`src/rtl/seq_detect_dual_prog.sv`:
```
// -----------------------------------------------------------------------------
// seq_detect_dual_prog
//
// Programmable dual-pattern serial bit-sequence detector. Two patterns (A, B)
// of runtime length 1..MAX_LEN are compared against a shift history of the
// qualified input stream. Each pattern has a one-cycle hit pulse and a
// saturating hit counter. Overlapping and non-overlapping modes are
// supported. Reset defaults give the classic 101 / 010 overlapping detector.
//
// Ports
//   clk          in   rising-edge clock
//   reset        in   asynchronous, active-high reset
//   din_valid    in   qualifies din; the stream only advances when high
//   din          in   serial data bit
//   cfg_load     in   one-cycle strobe; latches all cfg_* inputs
//   cfg_pat_a    in   pattern A, bit cfg_len-1 is received first, bit 0 last
//   cfg_pat_b    in   pattern B, same ordering as A
//   cfg_len      in   pattern length (0 or > MAX_LEN parks the block in IDLE)
//   cfg_overlap  in   1 = overlapping matches, 0 = non-overlapping
//   cnt_clr      in   synchronous clear of both hit counters
//   armed        out  high while a valid configuration is loaded
//   det_a        out  one-cycle pulse on a pattern A hit
//   det_b        out  one-cycle pulse on a pattern B hit
//   detected     out  det_a | det_b, registered
//   cnt_a        out  saturating count of A hits
//   cnt_b        out  saturating count of B hits
// -----------------------------------------------------------------------------
module seq_detect_dual_prog #(
  parameter int                 MAX_LEN   = 8,
  parameter int                 CNT_W     = 8,
  parameter logic [MAX_LEN-1:0] DEF_PAT_A = MAX_LEN'(8'b0000_0101),
  parameter logic [MAX_LEN-1:0] DEF_PAT_B = MAX_LEN'(8'b0000_0010),
  parameter int                 DEF_LEN   = 3,
  parameter bit                 DEF_OVL   = 1'b1,
  localparam int                LW        = $clog2(MAX_LEN + 1)
) (
  input  logic               clk,
  input  logic               reset,
  input  logic               din_valid,
  input  logic               din,
  input  logic               cfg_load,
  input  logic [MAX_LEN-1:0] cfg_pat_a,
  input  logic [MAX_LEN-1:0] cfg_pat_b,
  input  logic [LW-1:0]      cfg_len,
  input  logic               cfg_overlap,
  input  logic               cnt_clr,
  output logic               armed,
  output logic               det_a,
  output logic               det_b,
  output logic               detected,
  output logic [CNT_W-1:0]   cnt_a,
  output logic [CNT_W-1:0]   cnt_b
);

  typedef enum logic [1:0] {
    ST_IDLE   = 2'd0,
    ST_FILL   = 2'd1,
    ST_SEARCH = 2'd2
  } state_t;

  // ---------------------------------------------------------------------------
  // Registers
  // ---------------------------------------------------------------------------
  state_t             r_state;
  logic [MAX_LEN-1:0] r_hist;
  logic [LW-1:0]      r_fill;
  logic               r_det_a;
  logic               r_det_b;
  logic               r_detected;
  logic [CNT_W-1:0]   r_cnt_a;
  logic [CNT_W-1:0]   r_cnt_b;

  // Active configuration, changed only by cfg_load.
  logic [MAX_LEN-1:0] r_pat_a;
  logic [MAX_LEN-1:0] r_pat_b;
  logic [LW-1:0]      r_len;
  logic               r_ovl;

  // ---------------------------------------------------------------------------
  // Combinational helpers
  // ---------------------------------------------------------------------------
  state_t             w_state_nxt;
  logic [MAX_LEN-1:0] w_hist_nxt;
  logic [LW-1:0]      w_fill_nxt;
  logic               w_det_a_nxt;
  logic               w_det_b_nxt;

  logic               w_cfg_ok;
  logic [MAX_LEN:0]   w_mask_wide;
  logic [MAX_LEN-1:0] w_mask;
  logic [MAX_LEN-1:0] w_hist_shift;
  logic [LW-1:0]      w_fill_inc;
  logic               w_full;
  logic               w_match_a;
  logic               w_match_b;

  assign w_cfg_ok = (cfg_len != '0) && (cfg_len <= LW'(MAX_LEN));

  // Mask of the low r_len bits. One extra bit of width keeps
  // r_len == MAX_LEN from overflowing the shift.
  assign w_mask_wide = ((MAX_LEN+1)'(1) << r_len) - (MAX_LEN+1)'(1);
  assign w_mask      = w_mask_wide[MAX_LEN-1:0];

  // History and fill as they would be after accepting the current bit.
  // Fill saturates at MAX_LEN so it never wraps during long SEARCH runs.
  assign w_hist_shift = {r_hist[MAX_LEN-2:0], din};
  assign w_fill_inc   = (r_fill >= LW'(MAX_LEN)) ? r_fill : r_fill + LW'(1);
  assign w_full       = (w_fill_inc >= r_len);

  assign w_match_a = (((w_hist_shift ^ r_pat_a) & w_mask) == '0);
  assign w_match_b = (((w_hist_shift ^ r_pat_b) & w_mask) == '0);

  // ---------------------------------------------------------------------------
  // Next-state / next-output logic
  // ---------------------------------------------------------------------------
  // NOTE: every signal driven here gets a default first, so no path leaves a
  // value unassigned and no latch is inferred.
  always_comb begin
    w_state_nxt = r_state;
    w_hist_nxt  = r_hist;
    w_fill_nxt  = r_fill;
    w_det_a_nxt = 1'b0;
    w_det_b_nxt = 1'b0;

    if (cfg_load) begin
      // A load wins over a same-cycle data bit; that bit is dropped.
      w_hist_nxt  = '0;
      w_fill_nxt  = '0;
      w_state_nxt = w_cfg_ok ? ST_FILL : ST_IDLE;
    end else if (din_valid && (r_state != ST_IDLE)) begin
      w_hist_nxt = w_hist_shift;
      w_fill_nxt = w_fill_inc;

      if (w_full) begin
        w_det_a_nxt = w_match_a;
        w_det_b_nxt = w_match_b;
      end

      if ((w_det_a_nxt || w_det_b_nxt) && !r_ovl) begin
        // Non-overlapping: the next hit must be built from fresh bits only.
        w_fill_nxt  = '0;
        w_state_nxt = ST_FILL;
      end else begin
        w_state_nxt = w_full ? ST_SEARCH : ST_FILL;
      end
    end
  end

  // ---------------------------------------------------------------------------
  // State, history and detection flags
  // ---------------------------------------------------------------------------
  // NOTE: sequential state uses non-blocking assignments so every register
  // samples values from before the edge, independent of statement order.
  always_ff @(posedge clk or posedge reset) begin
    if (reset) begin
      r_state    <= ST_FILL;
      r_hist     <= '0;
      r_fill     <= '0;
      r_det_a    <= 1'b0;
      r_det_b    <= 1'b0;
      r_detected <= 1'b0;
    end else begin
      r_state    <= w_state_nxt;
      r_hist     <= w_hist_nxt;
      r_fill     <= w_fill_nxt;
      r_det_a    <= w_det_a_nxt;
      r_det_b    <= w_det_b_nxt;
      r_detected <= w_det_a_nxt | w_det_b_nxt;
    end
  end

  // ---------------------------------------------------------------------------
  // Configuration registers
  // ---------------------------------------------------------------------------
  // An invalid length is still stored; IDLE never looks at it.
  always_ff @(posedge clk or posedge reset) begin
    if (reset) begin
      r_pat_a <= DEF_PAT_A;
      r_pat_b <= DEF_PAT_B;
      r_len   <= LW'(DEF_LEN);
      r_ovl   <= DEF_OVL;
    end else if (cfg_load) begin
      r_pat_a <= cfg_pat_a;
      r_pat_b <= cfg_pat_b;
      r_len   <= cfg_len;
      r_ovl   <= cfg_overlap;
    end
  end

  // ---------------------------------------------------------------------------
  // Saturating hit counters
  // ---------------------------------------------------------------------------
  // Counters advance on the same edge that raises the matching det flag, so a
  // pulse and its updated count are visible together. cnt_clr wins.
  always_ff @(posedge clk or posedge reset) begin
    if (reset) begin
      r_cnt_a <= '0;
      r_cnt_b <= '0;
    end else if (cnt_clr) begin
      r_cnt_a <= '0;
      r_cnt_b <= '0;
    end else begin
      if (w_det_a_nxt && (r_cnt_a != '1)) r_cnt_a <= r_cnt_a + CNT_W'(1);
      if (w_det_b_nxt && (r_cnt_b != '1)) r_cnt_b <= r_cnt_b + CNT_W'(1);
    end
  end

  // ---------------------------------------------------------------------------
  // Outputs
  // ---------------------------------------------------------------------------
  assign armed    = (r_state != ST_IDLE);
  assign det_a    = r_det_a;
  assign det_b    = r_det_b;
  assign detected = r_detected;
  assign cnt_a    = r_cnt_a;
  assign cnt_b    = r_cnt_b;

endmodule

```
`config.mk`:
```
export PLATFORM = sky130hd
export DESIGN_NAME = seq_detect_dual_prog
export DESIGN_NICKNAME = d
export VERILOG_FILES = /design/src/rtl/seq_detect_dual_prog.sv
export SDC_FILE = /design/constraint.sdc
export NUM_CORES = 1
export LEC_CHECK = 0
export ABC_AREA = 0
export CAP_MARGIN = 30
export CORE_ASPECT_RATIO = 1.5
export CORE_MARGIN = 8
export CORE_UTILIZATION = 56
export CTS_CLUSTER_DIAMETER = 40
export DETAILED_ROUTE_END_ITERATION = 8
export MAX_ROUTING_LAYER = met4
export PLACE_DENSITY_LB_ADDON = 0.08
export SLEW_MARGIN = 40
export SYNTH_ARGS = -nofsm -noshare
export SYNTH_HDL_FRONTEND = slang
export SYNTH_SLANG_ARGS = --single-unit
```
`constraint.sdc`:
```
create_clock -name clk -period 6.7 [get_ports clk]
set_clock_uncertainty 0.1 [all_clocks]
set_input_delay 0.67 -clock clk [delete_from_list [all_inputs] [get_ports clk]]
set_output_delay 0.67 -clock clk [all_outputs]
set_load 0.02 [all_outputs]
```
After elaboration in Yosys (flattened, before gate mapping)
Index checks and enable logic that the tools add are counted.
Widths: inputs -> output; s select.
{"block": "totals", "ff_bits": 53, "inputBits": 27, "out_inout_bits": 20, "word_cells": 66}
{"block": "op_classes", "add_sub_neg": 4, "magnitude_cmp": 3, "n_eq_ne": 2, "n_shift": 1, "n_mux": 25, "bitwise": 5, "reduce_logical": 14}
{"cell": "$mux 8", "count": 4}
{"cell": "$add 8x1->8 const B", "count": 2}
{"cell": "$and 8x8->8", "count": 2}
{"cell": "$logic_not 8->1", "count": 2}
{"cell": "$mux 4", "count": 4}
{"cell": "$ne 8x8->1 const B", "count": 2}
{"cell": "$xor 8x8->8", "count": 2}
{"cell": "$mux 7", "count": 2}
{"cell": "$mux 1", "count": 11}
{"cell": "$mux 2", "count": 4}
{"cell": "$reduce_bool 2->1", "count": 4}
{"cell": "$shl 1x4->8 const A", "count": 1}
{"cell": "$sub 8x2->8 const B", "count": 1}
{"cell": "$logic_and 1x1->1", "count": 5}
{"cell": "$add 4x1->4 const B", "count": 1}
{"cell": "$ge 4x4->1", "count": 1}
{"cell": "$ge 4x4->1 const B", "count": 1}
{"cell": "$le 4x4->1 const B", "count": 1}
{"cell": "$reduce_bool 4->1", "count": 1}
{"cell": "$logic_not 1->1", "count": 1}
{"cell": "$logic_or 1x1->1", "count": 1}
{"cell": "$or 1x1->1", "count": 1}

Depth between registers and ports, before layout
{"block": "logic_depth", "ltp_word": 12, "mapped_depth": 12, "mapped_depth_nobuf": 9}

Worst setup path before layout
OpenSTA, ideal clock, no wires.
{"block": "synth_timing", "kind": "reg2reg", "from": "reg r_len[2]", "to": "reg r_cnt_a[5], in the netlist cnt_a[5]", "setup_ps": 125, "arrival_time_ps": 2850, "required_time_ps": 6475, "setup_slack_ps": 3625, "stages_incl_launch_ff": 12, "n_path_buf": 3, "period_less_slack_ps": 3075, "cell_sequence": "dfrtp_1 > buf_6 > or4_4 > ha_1 > clkbuf_1 > nor3_1 > mux2i_1 > o21ai_0 > a211o_1 > buf_2 > nor3_1 > mux2_2"}
{"block": "synth_via", "elab_chain_len": 11, "elab_cells_between_ends": 12, "cone_classes": "add/sub: 1; order compare: 1; shift: 1; mux: 5; bitwise: 1; reduce/logical: 3"}
{"element": "start: declaration", "line_no": "76", "rtl": "logic [LW-1:0] r_len;"}
{"element": "start signal: assignment", "line_no": "180", "rtl": "r_len <= LW'(DEF_LEN);"}
{"element": "start signal: assignment", "line_no": "185", "rtl": "r_len <= cfg_len;"}
{"element": "$shl 1x4->8", "line_no": "101", "rtl": "assign w_mask_wide = ((MAX_LEN+1)'(1) << r_len) - (MAX_LEN+1)'(1);"}
{"element": "$sub 8x2->8", "line_no": "101"}
{"element": "$and 8x8->8", "line_no": "110", "rtl": "assign w_match_a = (((w_hist_shift ^ r_pat_a) & w_mask) == '0);"}
{"element": "$logic_not 8->1", "line_no": "110"}
{"element": "$mux 1 *", "line_no": "134", "rtl": "if (w_full) begin"}
{"element": "$mux 1 *", "line_no": "130", "rtl": "end else if (din_valid && (r_state != ST_IDLE)) begin"}
{"element": "$mux 1 *", "line_no": "125", "rtl": "if (cfg_load) begin"}
{"element": "$mux 1 *", "line_no": "130"}
{"element": "$mux 1 *", "line_no": "125"}
{"element": "$logic_and 1x1->1 *", "line_no": "203", "rtl": "if (w_det_a_nxt && (r_cnt_a != '1)) r_cnt_a <= r_cnt_a + CNT_W'(1);"}
{"element": "$reduce_bool 2->1 (no source line) *"}
{"element": "end signal: assignment", "line_no": "203"}
{"element": "end: declaration", "line_no": "70", "rtl": "logic [CNT_W-1:0] r_cnt_a;"}
Every way passes the cells marked *; elsewhere a longest branch is shown, timed or not. The select of a mux whose other input is x is not followed.
A chain may end at the register's enable or synchronous reset.

Worst setup path after layout
Same ends and word-level chain as after synthesis.

==> impl_metrics.toml <==
[critical_path]
reg2reg_depth = 8
crit_type = "reg -> reg"
required_ps = 6810
cp_max_fo = 15
endpoint_kind = "register"
worstPathArrival_ps = 3560
crit_path_start_kind = "register"

[sta]
setup_viol = 0
setup_ws_ps = 3258
worst_slew_pin_slew_ps = 700.7
slew_viol_final = 0
period_share = 0.5137
timing.fmax_ghz = 0.2906
final_hold_viol_count = 0
min_period_ps = 3442
rsz0062_at_grt = "no"
fin_setup_tns_ps = 0
max_slew_margin = 0.5280
hold_slack_ps = 415.1

[clock_network]
cts_resized = 0
clock_latency_ps = 320
path_clk_slew_ps = 100
cts_tree = "built"
cts_sinks = 53
clockBufferDepth = 2
post_cts_buffers = 0
cts_inserted_buffers = 5
h-tree-depth = 2
hold_buffers = 0
root_buffer = "clkbuf_8"

[run]
max_cap_viol_count = 0

[routing]
drtPass1Iterations = 6
vias = 2249
drt-total-wl_um = 6410
wl_per_cell_um = 16.35
via_per_inst = 5.737
antenna_left = 0
first_iter_violations = 136
drc = 0

[floorplanning]
num_rows = 32
die_y_um = 105.0
start_util = 0.5764
fp.dieW_um = 75.30
io_pins = 47
die_area_um2 = 7903
core_area_um2 = 5125

[grt]
grt_max_degree = 54
grt_overflow = 0
antenna_found_initial = 0
grt_usage = 0.1791
grt_pass1_wl_um = 10720
first_global_vias = 2308

[synth]
synthTopCellsByCount = "dfrtp_1, mux2_2, nand2_1"
postSynthRegisterBits = 53
synth_edf_count = 0
yosysWarnings = 0
synth_ff_type = "dfrtp_1"
yosysSeqAreaShare = 0.4519
synth_area_leaders = "dfrtp_1, mux2_2, dfstp_2"
ys_types = 52
synth_nets = 317
yosys.area.top_type = "dfrtp_1"
syn-cell-area_um2 = 2954
avgSynthCellArea_um2 = 10.51
yosysMostFrequentCell = "dfrtp_1"
synth.top_cell.area_share = 0.3897
synth-async-reset-ratio = 1.000
synth_cells = 281

[final_layout]
fin_nets = 359
antenna_cells = 0
area_growth_pct = 21.01
drive_above_1_share = 0.1883
fin_util = 0.6975

[placement]
dp_slack_ps = 2960
gp_congestion = 0.9156
placement.io_buffers = 46
dp_hpwl_um = 4686

[pwr]
p_int_w = 0.0005448
p_clk_frac = 0.347
power.switching_w = 0.0001902
power_density_nw_per_um2 = 205.6
combPwrFrac = 0.167
ir_drop_mv = 0.1604
leakage_nw = 1.464
seqPwrFrac = 0.485
sw_frac_of_total = 0.2587

[worst_hold_path]
hold_path_depth = 2
holdCritPathClass = "reg -> reg"

[outcome]
run_status = "finished, final reports clean"
## flip-flops by register name (all words and copies together) (netlist names)
name / count
r_fill: 4
r_ovl: 1
det_b: 1
r_state: 2
cnt_a: 8
r_len: 4
cnt_b: 8
det_a: 1
detected: 1
r_pat_a: 8
r_hist: 7
r_pat_b: 8
## power by group through the flow
stage / Sequential, W / Combinational [W] / Clock [W]
after floorplan: 0.000357 / 0.0000902 / 0
after global placement: 0.000362 / 0.000117 / 0
after detailed placement: 0.000363 / 0.000122 / 0
after CTS: 0.000357 / 0.000123 / 0.000260
after global routing: 0.000359 / 0.000137 / 0.000270
final: 0.000357 / 0.000123 / 0.000255
## final cells by class
type                    count  area (µm²)
clock buffers               5       68.82
clock inverters             3       65.06
fillers                   418        1550
inverters                  12       47.55
multi-input cells         202        1498
flip-flops and latches     53        1335
well taps                  68       85.08
repair buffers             49       475.5
## routing by layer
metal / share of wire / wire (µm) / global-route usage / vias up
met4: 0.020 / 125 / 0.08425 / 0
met5: 0 / 0 / - / -
met2: 0.54 / 3469 / 0.3044 / 51
met3: 0.037 / 237 / 0.02775 / 10
met1: 0.40 / 2578 / 0.1935 / 1090
li1: - / - / - / 1098
## cell families (layout without fill, tap and decap cells)
kind of cell    Yosys count  after routing  synth area share
simple gates             82             82            0.1478
compound gates           64             64            0.1576
flops                    53             53            0.4519
mux                      27             27            0.1021
buf+inv                  26             69           0.04320
xor+xnor                 20             20           0.05930
fa+ha+maj                 9              9           0.03812
## placed cells by master (no fill, tap or decap), types with 3 or more instances in the layout
cell type and n:
and3_1 3, nor3_1 9, xnor2_1 6, nor2b_1 5
o31ai_1 12, clkbuf_8 5, a21oi_1 12, or3_1 4
or4_1 7, dfrtp_1 46, clkdlybuf4s50_1 45, or2_2 3
nand2_1 17, ha_1 9, nor2_1 11, nand3_1 11
dfstp_2 7, o21ai_0 12, o21a_1 3, nand2b_1 4
xor2_1 14, a22o_1 8, mux2_2 25, inv_1 11
## final timing paths
path	startpoint	to	slack, ps
min reg2reg	r_state[1]$_DFFE_PP0P_	r_state[1]$_DFFE_PP0P_	420
min	r_state[1]$_DFFE_PP0P_	r_state[1]$_DFFE_PP0P_	420
max reg2reg	r_len[2]$_DFFE_PP0P_	cnt_a[5]$_DFFE_PP0P_	3260
max in group asynchronous	reset	r_hist[3]$_DFFE_PP0P_	5360
min in group asynchronous	reset	cnt_a[1]$_DFFE_PP0P_	690
max	r_len[2]$_DFFE_PP0P_	cnt_a[5]$_DFFE_PP0P_	3260
## worst max-delay path, stage by stage (launching register included)
cell,delay [ps]
dfrtp_1,520
or4_4,610
ha_1,300
nor3_1,250
mux2i_1,110
o21ai_0,570
a211o_1,490
nor3_1,110
mux2_2,280
## metrics by stage
step,std cells,total power (W),area (µm²)
after floorplan,281,0.0004469,2954
after global placement,382,0.0004798,3425
after detailed placement,384,0.0004849,3443
after CTS,392,0.0007406,3577
after global routing,392,0.0007669,3575
final,392,0.0007350,3575
No activity file was read; power rests on OpenSTA's default activity.
